[config.mk]
export PLATFORM = sky130hd
export DESIGN_NAME = fetch_unit
export DESIGN_NICKNAME = d
export VERILOG_FILES = /design/src/rtl/fetch_unit.sv
export SDC_FILE = /design/constraint.sdc
export NUM_CORES = 1
export LEC_CHECK = 0
export ABC_AREA = 1
export BUFFER_PORTS_ARGS = -buffer_cell sky130_fd_sc_hd__buf_2
export CAP_MARGIN = 20
export CORE_MARGIN = 2
export CORE_UTILIZATION = 55
export CTS_BUF_LIST = sky130_fd_sc_hd__clkbuf_8
export DETAILED_ROUTE_END_ITERATION = 10
export HOLD_SLACK_MARGIN = 0.15
export PLACE_DENSITY = 0.86
export SYNTH_ARGS = -nofsm -noshare
export SYNTH_HDL_FRONTEND = slang
export SYNTH_SLANG_ARGS = --single-unit
[constraint.sdc]
create_clock -name clock -period 7.8 [get_ports clock]
set_clock_uncertainty 0.15 [all_clocks]
set_input_delay 1.56 -clock clock [delete_from_list [all_inputs] [get_ports clock]]
set_output_delay 1.56 -clock clock [all_outputs]
set_load 0.005 [all_outputs]
[src/rtl/fetch_unit.sv]
// Instruction fetch front end: PC, synchronous program-memory reads, 2-entry return queue, jump redirect and HALT.
// Optional performance counters are enabled with `define FETCH_PERF_CNT_EN.
module fetch_unit #(
  parameter int ADDR_WIDTH = 10,
  parameter int INST_WIDTH = 16,
  parameter int OPCODE_MSB = 15,
  parameter int OPCODE_LSB = 11,
  parameter logic [OPCODE_MSB-OPCODE_LSB:0] HALT_OPCODE = 5'h1F
) (
  input  logic                  clock,
  input  logic                  reset,
  output logic                  mem_read_en,
  output logic [ADDR_WIDTH-1:0] mem_addr,
  input  logic [INST_WIDTH-1:0] mem_data,
  output logic [INST_WIDTH-1:0] inst,
  output logic [ADDR_WIDTH-1:0] inst_pc,
  output logic                  inst_valid,
  input  logic                  inst_ready,
  input  logic                  jump,
  input  logic [ADDR_WIDTH-1:0] jump_target,
  output logic                  halted
`ifdef FETCH_PERF_CNT_EN
  ,
  output logic [31:0]           fetched_count,
  output logic [31:0]           stall_count
`endif
);

  logic [ADDR_WIDTH-1:0] pc;
  logic [ADDR_WIDTH-1:0] flight_pc;
  logic                  inflight;
  logic                  halt_seen;
  logic [1:0]            count;
  logic [INST_WIDTH-1:0] q0_data;
  logic [INST_WIDTH-1:0] q1_data;
  logic [ADDR_WIDTH-1:0] q0_pc;
  logic [ADDR_WIDTH-1:0] q1_pc;

  logic       pop;
  logic       push;
  logic       incoming_halt;
  logic [1:0] eff_occ;

  // Occupancy after this cycle's pop counts as free space, so a pop and an
  // issue can overlap and sustain one instruction per cycle.
  always_comb begin
    inst_valid    = (count != 2'd0) && !halted;
    inst          = q0_data;
    inst_pc       = q0_pc;
    pop           = inst_valid && inst_ready;
    push          = inflight;
    incoming_halt = inflight && (mem_data[OPCODE_MSB:OPCODE_LSB] == HALT_OPCODE);
    eff_occ       = count - {1'b0, pop};
    mem_read_en   = reset && !halt_seen && !halted && !jump && !incoming_halt &&
                    ((eff_occ + {1'b0, inflight}) < 2'd2);
    mem_addr      = mem_read_en ? pc : '0;
  end

  always_ff @(posedge clock or negedge reset) begin
    if (!reset) begin
      pc        <= '0;
      flight_pc <= '0;
      inflight  <= 1'b0;
      halt_seen <= 1'b0;
      halted    <= 1'b0;
      count     <= 2'd0;
      q0_data   <= '0;
      q1_data   <= '0;
      q0_pc     <= '0;
      q1_pc     <= '0;
    end else if (jump && !halted) begin
      pc        <= jump_target;
      count     <= 2'd0;
      inflight  <= 1'b0;
      halt_seen <= 1'b0;
    end else begin
      if (pop) begin
        q0_data <= q1_data;
        q0_pc   <= q1_pc;
      end
      // The return lands in the first slot left free after the pop.
      if (push) begin
        if (eff_occ == 2'd0) begin
          q0_data <= mem_data;
          q0_pc   <= flight_pc;
        end else begin
          q1_data <= mem_data;
          q1_pc   <= flight_pc;
        end
      end
      count    <= eff_occ + {1'b0, push};
      inflight <= mem_read_en;
      if (mem_read_en) begin
        pc        <= pc + 1'b1;
        flight_pc <= pc;
      end
      if (incoming_halt) begin
        halt_seen <= 1'b1;
      end
      if (pop && (q0_data[OPCODE_MSB:OPCODE_LSB] == HALT_OPCODE)) begin
        halted <= 1'b1;
      end
    end
  end

`ifdef FETCH_PERF_CNT_EN
  always_ff @(posedge clock or negedge reset) begin
    if (!reset) begin
      fetched_count <= '0;
      stall_count   <= '0;
    end else if (!halted) begin
      if (pop && (fetched_count != 32'hFFFF_FFFF)) begin
        fetched_count <= fetched_count + 32'd1;
      end
      if (inst_valid && !inst_ready && (stall_count != 32'hFFFF_FFFF)) begin
        stall_count <= stall_count + 32'd1;
      end
    end
  end
`endif

endmodule

After elaboration in Yosys (flattened, before gate mapping)
Index checks and enable logic that the tools add are counted.
Widths: inputs -> output; s select.

word-level totals
  memory bits (read-only) = 0
  output and inout bits = 39
  bits in latches = 0
  memories kept = 0
  bits of input ports = 30
  bits in writable memories = 0
  register bits = 77
  word-level logic and storage cells = 52

operators by class
  magnitude comparators = 1
  multiply operators = 0
  add/sub/neg operators = 3
  bitwise gates (word level) = 2
  shift operators = 0
  reductions and logical operators = 21
  mux-type cells = 13
  eq/ne operators = 2
  div/mod/pow operators = 0

operators with widths
  kind                   number
  $mux 10                6
  $mux 16                3
  $add 10x1->10 const B  1
  $eq 5x5->1 const B     2
  $logic_and 1x1->1      10
  $reduce_bool 2->1      3
  $logic_not 1->1        4
  $reduce_and 2->1       2
  $mux 1                 3
  $reduce_and 3->1       1
  $add 2x1->2            1
  $logic_not 2->1        1
  $lt 2x2->1 const B     1
  $mux 2                 1
  $not 1->1              2
  $sub 2x1->2            1

Depth between registers and ports, before layout
Gate-level depths: netlist of the first run.

  word-level depth = 9
  mapped depth = 14

Worst setup path after synthesis of the first run
Ideal clock, no wire load.

  path type = in2out
  start = in inst_ready
  end = out mem_addr[0]
  cell stages on the path = 12
  path slack = 3.064 ns
  arrival time = 3.026 ns
  buffers on the path = 2
  path through = buf_4 > nand3_4 > inv_1 > ha_1 > inv_1 > ha_1 > inv_1 > nand2_1 > nand2_1 > nand2_2 > buf_4 > nor2_1

between the ends
  longest elaborated chain between the ends = 6

RTL lines
  what               line  text
  start, declared    18    input logic inst_ready,
  $logic_and 1x1->1  50    pop = inst_valid && inst_ready;
  $sub 2x1->2        53    eff_occ = count - {1'b0, pop};
  $add 2x1->2        55    ((eff_occ + {1'b0, inflight}) < 2'd2);
  $lt 2x2->1         55
  $logic_and 1x1->1  54    mem_read_en = reset && !halt_seen && !halted && !jump && !incoming_halt &&
  $mux 10            56    mem_addr = mem_read_en ? pc : '0;
  end, declared      13    output logic [ADDR_WIDTH-1:0] mem_addr,

Every way passes these cells.

Worst setup path in the final report of the first run
  start = in inst_ready
  end = out mem_addr[4]

Same word-level chain as after synthesis.

==> flow_summary.json, run 1 <==
{
  "status": "finished, final reports clean",
  "slew_violations": 0,
  "synth_cells": 539,
  "seqPwrFrac": 0.526,
  "via_count": 3846,
  "drc": 0,
  "via_per_inst": 5.56,
  "clock-sinks": 77,
  "ys_warn_count": 0,
  "grt_pass1_wl_mm": 16.5,
  "setup_viol": 0,
  "syn_area_mm2": 0.00406,
  "grt_pass1_vias": 3673,
  "rows": 31,
  "ys_seq_elements": 77,
  "grt_overflow": 0,
  "worst_setup_path_start_kind": "input port",
  "min_period_ns": 5.82,
  "synth_top_cell_by_area": "dfrtp_1",
  "ys_seq_area_frac": 0.474,
  "finalPower_mw": 0.772,
  "cts_buffer_depth": 2,
  "initial_utilization": 0.563,
  "worst_path_largest_cell_delay_ns": 0.52,
  "rsz0062_at_grt": "false",
  "syn-mean-instance-area_um2": 7.54,
  "clk_latency_ns": 0.35,
  "area_growth_pct": 12.5,
  "clkPwrFrac": 0.426,
  "yosysTopAreaCellShare": 0.474,
  "ant_nets": 0,
  "cellPowerDensity_mw_per_mm2": 169,
  "antenna_found_initial": 0,
  "post-cts-setup-buffers": 0,
  "cp_slowest_cell": "nand2_2",
  "peakVddDrop_v": 0.0000908,
  "syn_nets": 572,
  "io_pins": 69,
  "num_antenna_cells": 0,
  "port_buffers": 68,
  "synth_area_leaders": "dfrtp_1, nand2_1, nand3_1",
  "hold_viol": 0,
  "fmax_mhz": 172,
  "min_path_type": "reg -> reg",
  "wl_mm": 9.65,
  "clkSlewWorstSetupHoldPaths_ns": 0.07,
  "num-fill-cells": 663,
  "gp_congestion": 0.865,
  "crit_family": "simple AND/OR/NAND/NOR gates",
  "cp-end-kind": "primary output",
  "dpl_cell_area_mm2": 0.00436,
  "cts_buffers": 9,
  "routedWlPerCell_um": 13.9,
  "die_height_um": 89.9,
  "fin_area_mm2": 0.00457,
  "crit_path_max_fanout": 41,
  "cts.repair.resized": 0,
  "path_buf_inv": 5,
  "slew_headroom": 0.346,
  "layout-drive-gt1-share": 0.162,
  "grt_usage": 0.248,
  "dp_hpwl_mm": 6.00,
  "maxCapViolations": 0,
  "cp_data_arrival_time_ns": 4.11,
  "switchingPower_mw": 0.173,
  "cts_tree": "built",
  "root_buffer": "clkbuf_8",
  "crit_chain": "buf_2 > nand3_4 > inv_1 > ha_1 > inv_1 > ha_1 > inv_1 > nand2_1 > nand2_1 > nand2_2 > nor2_1 > buf_2",
  "layout_commonest_cell": "nand2_1",
  "tightest_slew_ns": 0.980,
  "die-area_mm2": 0.00809,
  "drtIter0Drc": 308,
  "combPwrFrac": 0.047,
  "required_ns": 6.09,
  "internal-power_mw": 0.599,
  "fin_setup_tns_ns": 0,
  "synth_cell_type_count": 23,
  "finalNetCount": 622,
  "grt_max_degree": 79,
  "dr.pass1.iters": 5,
  "placeableCoreArea_mm2": 0.00721,
  "leakage_nw": 2.47,
  "dieWidth_um": 89.9,
  "layout_common_cells": "nand2_1, nand3_1, dfrtp_1, buf_2, inv_1",
  "sw_frac_of_total": 0.224,
  "htreeDepth": 3,
  "worst-setup-path-type": "in -> out",
  "fin_crit_sh": 0.746,
  "ctsHoldBuffers": 0,
  "cp_common_cell": "inv_1"
}
## layout make-up
class / instances / area [um^2] / area share
clock buffers: 10 / 138 / 0.0301
flip-flops and latches: 77 / 1930 / 0.422
multi-input cells: 378 / 1750 / 0.383
inverters: 54 / 205 / 0.0449
clock inverters: 5 / 76.3 / 0.0167
repair buffers: 69 / 350 / 0.0767
well taps: 99 / 124 / 0.0271
## power groups by stage
stage | clock network (mW) | logic [mW] | registers [mW]
3_3_place_gp | 0 | 0.0356 | 0.414
6_report | 0.329 | 0.0366 | 0.406
3_5_place_dp | 0 | 0.0366 | 0.414
5_1_grt | 0.351 | 0.0420 | 0.407
2_1_floorplan | 0 | 0.0177 | 0.413
4_1_cts | 0.335 | 0.0370 | 0.406
## registers in the layout (all words and copies together), names as in the netlist
signal     cells
count          2
flight_pc     10
halt_seen      1
halted         1
inflight       1
inst          16
inst_pc       10
pc            10
q1_data       16
q1_pc         10
## cell usage after synthesis
| library cell | count |
|---|---|
| nand2_1 | 193 |
| nand3_1 | 78 |
| dfrtp_1 | 77 |
| inv_1 | 50 |
| o21ai_1 | 36 |
| nand4_1 | 29 |
| nor2_1 | 21 |
| buf_2 | 18 |
| buf_6 | 5 |
| clkbuf_1 | 5 |
| xor2_1 | 5 |
| a21oi_1 | 3 |
| ha_1 | 3 |
| inv_2 | 3 |
| nand2_2 | 3 |
| buf_4 | 2 |
| nand3_4 | 2 |
| inv_4 | 1 |
| nand2_4 | 1 |
| nand3_2 | 1 |
| nor2_2 | 1 |
| nor2_4 | 1 |
| o21ai_0 | 1 |
## worst register-to-register path: stages, from the launching register on
cell and delay, ns:
dfrtp_1 0.44, inv_2 0.42, nand3_4 0.39, inv_1 0.19, ha_1 0.22, inv_1 0.08
nand2_2 0.07, nand2_2 0.08, nand2_1 0.08, nand3_2 0.73, nand2_1 0.30, o21ai_1 0.09
## cells by family after synthesis
logic type      Yosys count  share of synthesized area
xor+xnor                  5                     0.0108
fa+ha+maj                 3                    0.00924
compound gates           40                     0.0493
flops                    77                      0.474
simple gates            330                      0.361
buf+inv                  84                     0.0949
## metrics by stage
step	hold slack, ns	worst slack [ns]	util	cells
floorplan	0.309	3.06	-	539
global placement	0.321	2.14	0.604	677
detailed placement	0.328	2.05	0.604	677
CTS	0.346	2.01	0.633	692
global route	0.370	1.74	0.633	692
finish	0.347	1.98	0.633	692
## worst paths after layout
check,startpoint,to,slack [ns],cells after the start
setup / recovery,inst_ready,mem_addr[4],1.98,12
hold reg to reg,q1_pc[0],q1_pc[0],0.35,2
setup reg to reg,halted,q1_pc[1],4.40,11
min in group asynchronous,reset,inst[9],1.21,1
hold / removal,q1_pc[0],q1_pc[0],0.35,2
max in group asynchronous,reset,flight_pc[0],5.68,1
## layer usage
metal	global-route usage	share of wire	wire (um)	up-vias
met5	0	0	0	-
met4	0.121	0.017	165	0
met3	0.0486	0.081	786	19
met2	0.401	0.48	4600	203
met1	0.322	0.42	4090	1790
li1	-	-	-	1834
No activity file was read; power rests on OpenSTA's default activity.
==> run 2, diff against run 1 <==
clock period = 6.1 ns   (was 7.8 ns; I/O delays follow)
==> run 2 against run 1 <==
Die area unchanged; non-clock buffer count rose by 2; first-iteration DRC count shrank 7.1%; routed wire length fell by 2.1%; sequential power is 28% higher; register-to-register slack got worse by 1.7 ns; critical path type unchanged.
==> flow_summary.json, run 2 (synthesis gave the netlist of run 1 again) <==
{
  "cp_data_arrival_time_ns": 3.59,
  "wl_mm": 9.44,
  "min_path_type": "reg -> reg",
  "tightest_slew_ns": 0.980,
  "via_per_inst": 5.49,
  "slew_headroom": 0.346,
  "worst-setup-path-type": "in -> out",
  "grt_pass1_vias": 3701,
  "htreeDepth": 3,
  "whs_endpoint": "q1_data[15]",
  "dp_hpwl_mm": 5.94,
  "dieWidth_um": 89.9,
  "layout_common_cells": "nand2_1, nand3_1, dfrtp_1, buf_2, inv_1",
  "fin_util": 0.637,
  "seqPwrFrac": 0.519,
  "dr.pass1.iters": 5,
  "reg2reg_to": "q1_data[3]",
  "clock-sinks": 77,
  "antenna_found_initial": 0,
  "rows": 31,
  "ff2ff_path_depth": 10,
  "combPwrFrac": 0.047,
  "grt_overflow": 0,
  "pre_cts_slack_ns": 1.15,
  "fmax_mhz": 202,
  "drc": 0,
  "grt_usage": 0.242,
  "die-area_mm2": 0.00809,
  "maxCapViolations": 0,
  "io_pins": 69,
  "port_buffers": 68,
  "fin_area_mm2": 0.00459,
  "finalNetCount": 624,
  "cellPowerDensity_mw_per_mm2": 218,
  "drtIter0Drc": 286,
  "clk_latency_ns": 0.36,
  "worst_setup_path_start_kind": "input port",
  "r2r-start": "halted",
  "fin_crit_sh": 0.813,
  "rrSetupSlack_ns": 2.69,
  "hold_depth": 2,
  "cts.repair.resized": 0,
  "via_count": 3813,
  "leakage_nw": 2.48,
  "dpl_cell_area_mm2": 0.00437,
  "grt_pass1_wl_mm": 16.2,
  "clkPwrFrac": 0.433,
  "num_antenna_cells": 0,
  "cts_tree": "built",
  "cp-end-kind": "primary output",
  "cts_buffers": 9,
  "crit_path_max_fanout": 27,
  "routedWlPerCell_um": 13.6,
  "area_growth_pct": 13.1,
  "root_buffer": "clkbuf_8",
  "sw_frac_of_total": 0.231,
  "fin_setup_tns_ns": 0,
  "internal-power_mw": 0.769,
  "switchingPower_mw": 0.230,
  "min_period_ns": 4.96,
  "setup_viol": 0,
  "post-cts-setup-buffers": 0,
  "layout_commonest_cell": "nand2_1",
  "gp_congestion": 0.885,
  "ant_nets": 0,
  "hp-start": "q1_data[15]",
  "layout-drive-gt1-share": 0.168,
  "slew_violations": 0,
  "placeableCoreArea_mm2": 0.00721,
  "fin_ws_ns": 1.14,
  "clkSlewWorstSetupHoldPaths_ns": 0.07,
  "cts_buffer_depth": 2,
  "grt_max_degree": 78,
  "hold_viol": 0,
  "num-fill-cells": 644,
  "die_height_um": 89.9,
  "rsz0062_at_grt": "false",
  "peakVddDrop_v": 0.0000980,
  "status": "finished, final reports clean",
  "required_ns": 4.73,
  "ctsHoldBuffers": 0,
  "initial_utilization": 0.563
}
==> run 2: changes by cell type in the layout (fill, tap and decap cells not counted) <==
cell / before / now
buf_4: 2 / 4
clkinv_2: 1 / 2
clkinv_4: 0 / 1
inv_1: 51 / 50
==> run 2: critical path, cell delays in order <==
cell     delay, ns
buf_2         0.44
nand3_4       0.37
inv_1         0.19
ha_1          0.30
inv_1         0.08
ha_1          0.18
inv_1         0.07
nand2_1       0.07
nand2_1       0.08
nand2_2       0.35
nor2_1        0.09
buf_2         0.14
==> run 2: how the worst max path moves through the flow <==
stage | startpoint | slack [ns] | to | cells after the start
2_1_floorplan | inst_ready | 2.04 | mem_addr[0] | 12
3_3_place_gp | inst_ready | 1.31 | mem_addr[7] | 12
3_5_place_dp | inst_ready | 1.15 | mem_addr[6] | 12
4_1_cts | inst_ready | 1.15 | mem_addr[6] | 12
5_1_grt | inst_ready | 0.91 | mem_addr[6] | 12
6_report | inst_ready | 1.14 | mem_addr[6] | 12
==> run 2: metrics by stage <==
stage / cells / hold slack [ns] / power [mW]
2_1_floorplan: 539 / 0.309 / 0.551
3_3_place_gp: 679 / 0.321 / 0.575
3_5_place_dp: 679 / 0.328 / 0.577
4_1_cts: 695 / 0.347 / 1.01
5_1_grt: 695 / 0.367 / 1.04
6_report: 695 / 0.345 / 1.00
==> run 2: routing by layer <==
layer	GRT usage	vias to the layer above	wire length, um
li1	-	1839	-
met1	0.311	1797	4020
met2	0.395	166	4550
met3	0.0629	11	758
met4	0.0962	0	116
met5	0	-	0
==> run 2: area by class of cell <==
cell class / count / area [um^2] / share of cell area
clock inverters: 6 / 86.3 / 0.0188
multi-input cells: 378 / 1750 / 0.381
clock buffers: 10 / 138 / 0.0300
flip-flops and latches: 77 / 1930 / 0.419
inverters: 54 / 205 / 0.0447
well taps: 99 / 124 / 0.0270
repair buffers: 71 / 365 / 0.0795
==> run 2: power by group through the flow <==
stage          Sequential (mW)  Clock, mW  Combinational (mW)
3_3_place_gp             0.529          0              0.0463
6_report                 0.519      0.433              0.0473
4_1_cts                  0.519      0.440              0.0478
5_1_grt                  0.520      0.463              0.0542
2_1_floorplan            0.528          0              0.0227
3_5_place_dp             0.529          0              0.0475
